**src/rtl/add_accum_ctrl.sv**
```systemverilog
// Accumulation controller for the 64-bit carry-lookahead adder stage.
// Streams operands into the adder and collects the running sum plus a sticky carry flag.
module add_accum_ctrl #(
    parameter int CNT_W = 16
) (
    input  logic             i_clk,
    input  logic             i_rst,
    input  logic             i_start,
    input  logic [CNT_W-1:0] i_count,
    input  logic             i_op_valid,
    input  logic [63:0]      i_op_data,
    output logic             o_op_ready,
    output logic [63:0]      o_add1,
    output logic [63:0]      o_add2,
    input  logic [64:0]      i_result,
    output logic             o_done_valid,
    input  logic             i_done_ready,
    output logic [63:0]      o_sum,
    output logic             o_overflow,
    output logic             o_busy
);

    typedef enum logic [1:0] {
        IDLE  = 2'd0,
        ACCUM = 2'd1,
        DONE  = 2'd2
    } state_t;

    state_t           r_state;
    state_t           w_next_state;
    logic [63:0]      r_acc;
    logic             r_ovf;
    logic [CNT_W-1:0] r_remaining;
    logic             w_xfer;
    logic             w_start;

    assign w_start = (r_state == IDLE) && i_start;
    assign w_xfer  = (r_state == ACCUM) && i_op_valid;

    always_ff @(posedge i_clk or posedge i_rst) begin
        if (i_rst) begin
            r_state <= IDLE;
        end else begin
            r_state <= w_next_state;
        end
    end

    always_comb begin
        w_next_state = r_state;
        case (r_state)
            IDLE: begin
                if (i_start) begin
                    w_next_state = (i_count == '0) ? DONE : ACCUM;
                end
            end
            ACCUM: begin
                if (w_xfer && (r_remaining == CNT_W'(1))) begin
                    w_next_state = DONE;
                end
            end
            DONE: begin
                if (i_done_ready) begin
                    w_next_state = IDLE;
                end
            end
            default: w_next_state = IDLE;
        endcase
    end

    // Handshake flags come from state alone so no valid/ready input feeds straight through.
    always_comb begin
        o_op_ready   = 1'b0;
        o_done_valid = 1'b0;
        o_busy       = 1'b0;
        case (r_state)
            ACCUM: begin
                o_op_ready = 1'b1;
                o_busy     = 1'b1;
            end
            DONE: begin
                o_done_valid = 1'b1;
                o_busy       = 1'b1;
            end
            default: begin
                o_op_ready   = 1'b0;
                o_done_valid = 1'b0;
                o_busy       = 1'b0;
            end
        endcase
    end

    // The counter is only decremented in ACCUM, where it is always at least one.
    always_ff @(posedge i_clk or posedge i_rst) begin
        if (i_rst) begin
            r_acc       <= '0;
            r_ovf       <= 1'b0;
            r_remaining <= '0;
        end else if (w_start) begin
            r_acc       <= '0;
            r_ovf       <= 1'b0;
            r_remaining <= i_count;
        end else if (w_xfer) begin
            r_acc       <= i_result[63:0];
            r_ovf       <= r_ovf | i_result[64];
            r_remaining <= r_remaining - CNT_W'(1);
        end
    end

    assign o_add1     = r_acc;
    assign o_add2     = i_op_data;
    assign o_sum      = r_acc;
    assign o_overflow = r_ovf;

endmodule

```
**config.mk**
```make
export PLATFORM = sky130hd
export DESIGN_NAME = add_accum_ctrl
export DESIGN_NICKNAME = d
export VERILOG_FILES = /design/src/rtl/add_accum_ctrl.sv
export SDC_FILE = /design/constraint.sdc
export NUM_CORES = 1
export LEC_CHECK = 0
export CAP_MARGIN = 20
export CORE_AREA = 2 2 134 136
export CTS_CLUSTER_DIAMETER = 30
export CTS_CLUSTER_SIZE = 40
export DETAILED_ROUTE_END_ITERATION = 10
export DIE_AREA = 0 0 136 138
export MAX_ROUTING_LAYER = met4
export PLACE_DENSITY = 0.73
export SYNTH_ARGS = -nofsm -noshare
export SYNTH_HDL_FRONTEND = slang
export SYNTH_SLANG_ARGS = --single-unit
```
**constraint.sdc**
```tcl
create_clock -name i_clk -period 2.8 [get_ports i_clk]
set_input_delay 0.28 -clock i_clk [delete_from_list [all_inputs] [get_ports i_clk]]
set_output_delay 0.28 -clock i_clk [all_outputs]
set_load 0.02 [all_outputs]
```
# After elaboration in Yosys (flattened, before gate mapping)
# Index checks and enable logic that the tools add are counted.
op_classes:
  n_addsub: 1
  n_mul: 0
  div: 0
  order_cmp: 0
  eq_ne: 6
  shift: 0
  muxes: 14
  bitwise: 1
  n_reduce_logical: 8
ops:
  columns: ["cell", "count"]
  rows:
  - ["$mux W64", 2]
  - ["$mux W16", 2]
  - ["$eq A16 B1 Y1 const B", 1]
  - ["$logic_not A16 Y1", 1]
  - ["$sub A16 B1 Y16 const B", 1]
  - ["$mux W2", 4]
  - ["$pmux W2 S3", 1]
  - ["$mux W1", 5]
  - ["$ne A2 B2 Y1 const B", 2]
  - ["$logic_and A1 B1 Y1", 3]
  - ["$reduce_and A3 Y1", 1]
  - ["$eq A2 B1 Y1 const B", 1]
  - ["$eq A2 B2 Y1 const B", 1]
  - ["$logic_not A2 Y1", 1]
  - ["$ne A2 B1 Y1 const B", 1]
  - ["$reduce_bool A2 Y1", 1]
  - ["$reduce_or A2 Y1", 1]
  - ["$or A1 B1 Y1", 1]
word_totals:
  register_bits: 83
  latch_bits: 0
  mem_bits_rw: 0
  mem_bits_ro: 0
  in_bits: 150
  output_inout_bits: 196
  elab_cells: 34
  memories: 0

# Longest topological paths before layout
# Gate-level depths: netlist of the first run.
depth:
  depth_word: 5
  depth_mapped: 7
  ltp_nobuf: 6

# Worst setup path after synthesis of the first run
# Ideal clock, no wire load.
synth_timing:
  path_kind: "register to register"
  startpoint: "register r_remaining[2]"
  endpoint: "register r_remaining[14]"
  setup_ps: 82
  arrival_ps: 2007
  required_ps: 2718
  setup_slack_ps: 712
  stages_incl_launch_ff: 6
  path_buffers: 1
  synth_period_minus_slack_ps: 2088
  cell_sequence: "dfrtp_1 > or4_1 > buf_2 > or4_4 > or3_1 > a31oi_1"
synth_via:
  elab_chain_len: 3
synth_lines:
  columns: ["element", "line_no", "text"]
  rows:
  - ["start: declaration", "33", "logic [CNT_W-1:0] r_remaining;"]
  - ["start signal: assignment", "101", "r_remaining <= i_count;"]
  - ["start signal: assignment", "105", "r_remaining <= r_remaining - CNT_W'(1);"]
  - ["$sub A16 B1 Y16", "105", null]
  - ["$mux W16", "102", "end else if (w_xfer) begin"]
  - ["$mux W16", "98", "end else if (w_start) begin"]
# Every way passes these cells. The select of a mux whose other input is x is not followed.
# A chain may end at the register's enable or synchronous reset.

# Worst setup path after layout of the first run
layout_timing:
  startpoint: "register r_remaining[2]"
  endpoint: "register r_remaining[12]"
# The elaborated chain is that of the path after synthesis.

==> out/metrics.yaml, run 1 <==
status: "complete, no violations"
vias: 3701
final_nets: 768
path_clk_slew_ns: 0.07
gr-usage-met3_pct: 4.47
reg2reg_slack_ns: 0.57
ir_worst_vdd_v: 0.000471
multi_input_area_um2: 1430
p_int_mw: 4.17
antenna_found_initial: 1
grt_pass1_vias: 3563
synth_area_um2: 4580
register_area_um2: 2080
cts.sinks: 83
finalInstanceArea_um2: 6370
io_buffers: 217
rsz0062_at_grt: "no"
synthCells: 533
setup-violations-final: 0
arrival_ns: 2.50
design.core.area_um2: 17500
dp_cells: 831
critPathMaxFanout: 9
ctsResizeCount: 0
grt_pass1_wl_um: 18900
startpoint_type: "flip-flop"
crit_slowest_cell: "or4_1"
start_util_pct: 26.1
fmax_ghz: 0.448
p_switching_mw: 2.85
clockRootBuffer: "clkbuf_16"
drv_slew: 0
cts_tree: "yes"
grt_max_degree: 58
routed_via_density: 4.36
post-route-drc-count: 0
reg2reg_to: "r_remaining[12]$_DFFE_PP0P_"
drive_gt1_share_pct: 4.69
tns_ns: 0
met2_usage_pct: 21.2
track_usage_pct: 13.2
synth_warnings: 0
ant_nets: 0
r2r_cells: 4
clkPwrFrac_pct: 17.7
crit_chain: "or4_1 -> or4_4 -> or3_1 -> a31oi_1"
power_frac_seq_pct: 30.0
firstDrtPassIters: 4
fillCellCount: 1765
leakage_nw: 2.50
area_delta_synth_final_pct: 39.1
ios: 346
final_cells: 848
h-tree-depth: 3
combPwrFrac_pct: 52.3
worstSetupEndpointType: "flip-flop"
slowest_delay_ns: 0.68
hold_violations: 0
crit_required_ns: 3.07
first_iter_violations: 101
clock_path_buffers: 2
tightest_slew_ns: 0.511
num_rows: 49
finalPower_mw: 7.02
ys_ff_latch: 83
reg2reg_from: "r_remaining[2]$_DFFE_PP0P_"
synth.avg_cell_area_um2: 8.59
slew_headroom_pct: 65.8
die_w_um: 136
detail_route.wl_per_cell_um: 14.3
grt_busiest_layer: "met2"
swShare_pct: 40.6
postCtsSetupRepairBufs: 0
hold_buffers: 0
syn_nets: 688
die_y_um: 138
dp_hpwl_um: 8930
synthTopCellsByArea: "dfrtp_1, buf_4, nand2_1"
wl_um: 12100
powerDensity_nw_per_um2: 1100
drv_cap: 0
finalCritPeriodShare_pct: 79.7
gp_congestion: 0.798
ys_seq_area_share_pct: 45.4
hp-class: "in2async"
clock-skew-final_ns: 0.0128
die_area_um2: 18800
final.min_clock_period_ns: 2.23
fin_util_pct: 36.3
grt_use_met1_pct: 14.1
synth_top_area_cell: "dfrtp_1"
clock_latency_ns: 0.34
yosys.area.top_type_share_pct: 45.4
synth.distinct_cells: 31
cts-buffers-inserted: 9
worst-setup-path-type: "reg2reg"
placed_cell_area_um2: 6050
overflow: 0
==> metrics by stage <==
step	setup WS (ns)	hold slack (ns)
2_1_floorplan	0.383	0.397
3_3_place_gp	0.624	0.489
3_5_place_dp	0.599	0.496
4_1_cts	0.574	0.277
5_1_grt	0.452	0.304
6_report	0.569	0.271
==> power groups by stage <==
stage / Clock [mW] / Sequential, mW / Combinational (mW)
2_1_floorplan: 0 / 2.50 / 2.04
3_3_place_gp: 0 / 2.12 / 3.67
3_5_place_dp: 0 / 2.14 / 3.70
4_1_cts: 1.30 / 2.12 / 3.71
5_1_grt: 1.35 / 2.19 / 3.94
6_report: 1.24 / 2.11 / 3.67
==> cell type report <==
class	instances	area share, %
antenna	1	0.0393
clock buffer	11	3.97
clock inverter	5	0.923
inverter	6	0.373
multi-input combinational	290	22.4
sequential	83	32.6
tap	229	4.50
timing repair buffer	223	35.2
==> synthesized netlist by cell type <==
| master | number |
|---|---|
| nand2_1 | 140 |
| buf_4 | 128 |
| dfrtp_1 | 83 |
| a21oi_1 | 68 |
| clkbuf_1 | 23 |
| o21ai_0 | 15 |
| nor2_1 | 10 |
| nor4_1 | 8 |
| xnor2_1 | 8 |
| a31oi_1 | 6 |
| inv_1 | 6 |
| ha_1 | 5 |
| or3_1 | 5 |
| or4_1 | 4 |
| and2_1 | 3 |
| buf_1 | 2 |
| nand2b_1 | 2 |
| nor3_1 | 2 |
| o31ai_1 | 2 |
| or4_4 | 2 |
| a21boi_0 | 1 |
| buf_2 | 1 |
| nand3_1 | 1 |
| nand3b_1 | 1 |
| nand4_1 | 1 |
| nand4bb_1 | 1 |
| o22a_1 | 1 |
| o2bb2ai_1 | 1 |
| or2_2 | 1 |
| or4bb_1 | 1 |
| xor2_1 | 1 |
==> flip-flops by register name, summed over array words and instances, names as in the netlist <==
register	cells
r_remaining	16
o_add1	64
r_state	2
o_overflow	1
==> logic make-up (layout without fill, tap and decap cells) <==
| kind of cell | Yosys count | in the layout | synth area share [%] |
|---|---|---|---|
| and+or+nand+nor | 182 | 182 | 17.2 |
| buffers and inverters | 160 | 245 | 23.6 |
| AOI/OAI and AO/OA | 94 | 94 | 10.8 |
| DFF | 83 | 83 | 45.4 |
| xor gates and xnor gates | 9 | 9 | 1.72 |
| adders and majority gates | 5 | 5 | 1.37 |
| other | 0 | 1 | 0 |
==> per-layer routing <==
metal,vias to the layer above,routed length (um)
li1,1766,-
met1,1722,4710
met2,171,5710
met3,42,1140
met4,0,530
met5,-,0
==> cell usage in the layout, fill, tap and decap left out, types with 2 or more instances in the layout <==
master,Yosys,layout
a21oi_1,68,68
a31oi_1,6,6
and2_2,0,2
buf_12,0,2
buf_4,128,4
clkbuf_16,0,9
clkbuf_8,0,2
clkdlybuf4s50_1,0,217
clkinv_2,0,2
clkinvlp_4,0,2
dfrtp_1,83,83
ha_1,5,5
inv_1,6,5
nand2_1,140,139
nand2b_1,2,2
nor2_1,10,10
nor3_1,2,2
nor4_1,8,8
o21ai_0,15,15
o31ai_1,2,2
or3_1,5,5
or4_1,4,4
or4_4,2,2
xnor2_1,8,8
==> critical path, delay by kind of cell, from the launching register on <==
family / cells / cell delay (ns)
AND/OR/NAND/NOR: 3 / 1.56
AO/OA/AOI/OAI: 1 / 0.17
flip-flops: 1 / 0.42
==> how the worst max path moves through the flow <==
stage | from | slack [ns] | end | cells after the start
floorplan | i_rst | 0.38 | o_add1[0]$_DFFE_PP0P_ | 1
global placement | r_remaining[2]$_DFFE_PP0P_ | 0.62 | r_remaining[14]$_DFFE_PP0P_ | 4
detailed placement | r_remaining[2]$_DFFE_PP0P_ | 0.60 | r_remaining[12]$_DFFE_PP0P_ | 4
CTS | r_remaining[2]$_DFFE_PP0P_ | 0.57 | r_remaining[12]$_DFFE_PP0P_ | 4
global route | r_remaining[2]$_DFFE_PP0P_ | 0.45 | r_remaining[14]$_DFFE_PP0P_ | 4
finish | r_remaining[2]$_DFFE_PP0P_ | 0.57 | r_remaining[12]$_DFFE_PP0P_ | 4
Power figures use the tool's default switching activity.
==> run 2, diff against run 1 <==
CORE_AREA = 2 2 132 134   (was 2 2 134 136)
DIE_AREA = 0 0 134 136   (was 0 0 136 138)
PLACE_DENSITY = 0.77   (was 0.73)
clock period = 1.9 ns   (was 2.8 ns; I/O delays follow)
==> run 2 against run 1 <==
  * Combinational power increased by 61%
  * Hold slack gained 0.053 ns
  * Critical path type unchanged
  * Clock power up 52%
  * The run now ends with negative setup slack left
  * Non-clock buffer count is 21 higher
  * Register-to-register slack worse by 0.70 ns
==> out/metrics.yaml, run 2 (same netlist as run 1, synthesis figures left out) <==
cts.sinks: 83  # unchanged
setup-violations-final: 6  # was 0
io_buffers: 217  # unchanged
final.min_clock_period_ns: 2.04  # was 2.23 ns
worst_slack_ns: -0.136  # was 0.569 ns
track_usage_pct: 14.1  # was 13.2%
clock-skew-final_ns: 0.00867  # was 0.0128 ns
hp-class: "in2async"  # unchanged
status: "complete, but fails checks"  # was complete, no violations
powerDensity_nw_per_um2: 1640  # was 1100 nW/um^2
h-tree-depth: 3  # unchanged
violations: "negative setup slack"
worstSetupEndpointType: "flip-flop"  # unchanged
area_delta_synth_final_pct: 45.0  # was 39.1%
post-route-drc-count: 0  # unchanged
grt_pass1_vias: 3645  # was 3563
clock_latency_ns: 0.34  # about the same
firstDrtPassIters: 4  # unchanged
slew_headroom_pct: 70.2  # was 65.8%
die_w_um: 134  # was 136 um
vias: 3820  # was 3701
startpoint_type: "flip-flop"  # unchanged
final_cell_mix: "clkdlybuf4s50_1, nand2_1, dfrtp_1"  # unchanged
wl_um: 12800  # was 12100 um
ant_nets: 0  # unchanged
dp_hpwl_um: 9640  # was 8930 um
die_y_um: 136  # was 138 um
ir_worst_vdd_v: 0.000972  # was 0.000471 V
path_common_cell: "or4_4"
design.core.area_um2: 16900  # was 17500 um^2
die_area_um2: 18200  # was 18800 um^2
drv_cap: 0  # unchanged
hold_violations: 0  # unchanged
diodes: 0  # was 1
crit_required_ns: 2.16  # was 3.07 ns
first_iter_violations: 138  # was 101
layout_commonest_cell: "clkdlybuf4s50_1"  # unchanged
cts-buffers-inserted: 9  # unchanged
antenna_found_initial: 0  # was 1
gp_congestion: 0.803  # was 0.798
rsz0062_at_grt: "yes"  # was no
path_clk_slew_ns: 0.07  # about the same
ios: 346  # unchanged
leakage_nw: 2.67  # was 2.50 nW
critPathMaxFanout: 5  # was 9
detail_route.wl_per_cell_um: 14.9  # was 14.3 um
finalCritPeriodShare_pct: 107  # was 79.7%
fillCellCount: 1669  # was 1765
drv_slew: 0  # unchanged
arrival_ns: 2.30  # was 2.50 ns
grt_max_degree: 84  # was 58
worst-setup-path-type: "reg2reg"  # unchanged
finalPower_mw: 10.9  # was 7.02 mW
tns_ns: -0.556  # was 0 ns
num_rows: 48  # was 49
final_nets: 789  # was 768
cts_tree: "yes"  # unchanged
fmax_ghz: 0.491  # was 0.448 GHz
routed_via_density: 4.43  # was 4.36
clock_path_buffers: 2  # unchanged
tightest_slew_ns: 0.446  # was 0.511 ns
start_util_pct: 27.1  # was 26.1%
crit_chain: "or4_4 -> or4_4 -> or3_4 -> a31oi_1"  # was or4_1 -> or4_4 -> or3_1 -> a31oi_1
drive_gt1_share_pct: 8.93  # was 4.69%
crit_slowest_cell: "or4_4"  # was or4_1
overflow: 0  # unchanged
clockRootBuffer: "clkbuf_16"  # unchanged
grt_pass1_wl_um: 19500  # was 18900 um
largest_reg_flops: 64  # unchanged
slowest_delay_ns: 0.58  # was 0.68 ns
[run 2: what timing repair did]
action                                  CTS  global route
hold endpoints to repair                  0             0
endpoints found under the setup margin    8            10
hold buffers                              0             0
setup buffers                             1             0
gates resized for setup                   6             7
pin swaps                                 1             4
[run 2: final timing paths]
path	start	to	slack, ns	depth (start not counted)
setup reg to reg	r_remaining[2]$_DFFE_PP0P_	r_remaining[14]$_DFFE_PP0P_	-0.14	4
setup / recovery	r_remaining[2]$_DFFE_PP0P_	r_remaining[14]$_DFFE_PP0P_	-0.14	4
max in group asynchronous	i_rst	o_add1[60]$_DFFE_PP0P_	1.22	3
hold / removal	i_rst	o_add1[41]$_DFFE_PP0P_	0.32	3
min in group i_clk	i_op_data[23]	o_add2[23]	0.38	0
hold reg to reg	o_overflow$_DFFE_PP0P_	o_overflow$_DFFE_PP0P_	0.51	2
[run 2: where the power goes]
part	leakage, nW	switching [mW]	internal (mW)	total [mW]
clock network	0.156	0.699	1.18	1.88
logic	1.42	3.06	2.86	5.92
registers	1.09	0.579	2.49	3.07
total	2.67	4.34	6.53	10.9
[run 2: per-stage QoR]
step	hold WS, ns	instances	instance area [um^2]	setup WS, ns	util (%)
after floorplan	0.307	533	4590	-0.167	-
after global placement	0.380	847	6270	-0.163	37.2
after detailed placement	0.380	847	6270	-0.190	37.2
after CTS	0.346	863	6610	-0.121	39.2
final	0.324	863	6640	-0.136	39.3
after global routing	0.357	863	6640	-0.193	39.3
[run 2: layout make-up]
class	instances	area, um^2	area share (%)
tap	225	282	4.24
clock buffer	11	243	3.66
inverter	6	26.3	0.396
timing repair buffer	244	2470	37.1
sequential	83	2080	31.3
clock inverter	4	73.8	1.11
multi-input combinational	290	1470	22.2
[run 2: critical path, delay by kind of cell, from the launching register on]
family,cells,cell delay [ns]
compound gates,1,0.15
flops,1,0.38
simple gates,3,1.43
[run 2: metal layers]
metal | GRT usage, % | wire (um) | up-vias
met1 | 16.5 | 5270 | 1801
met2 | 22.5 | 6130 | 162
met3 | 4.10 | 919 | 46
met4 | 6.74 | 524 | 0
met5 | - | 0 | -
li1 | - | - | 1811
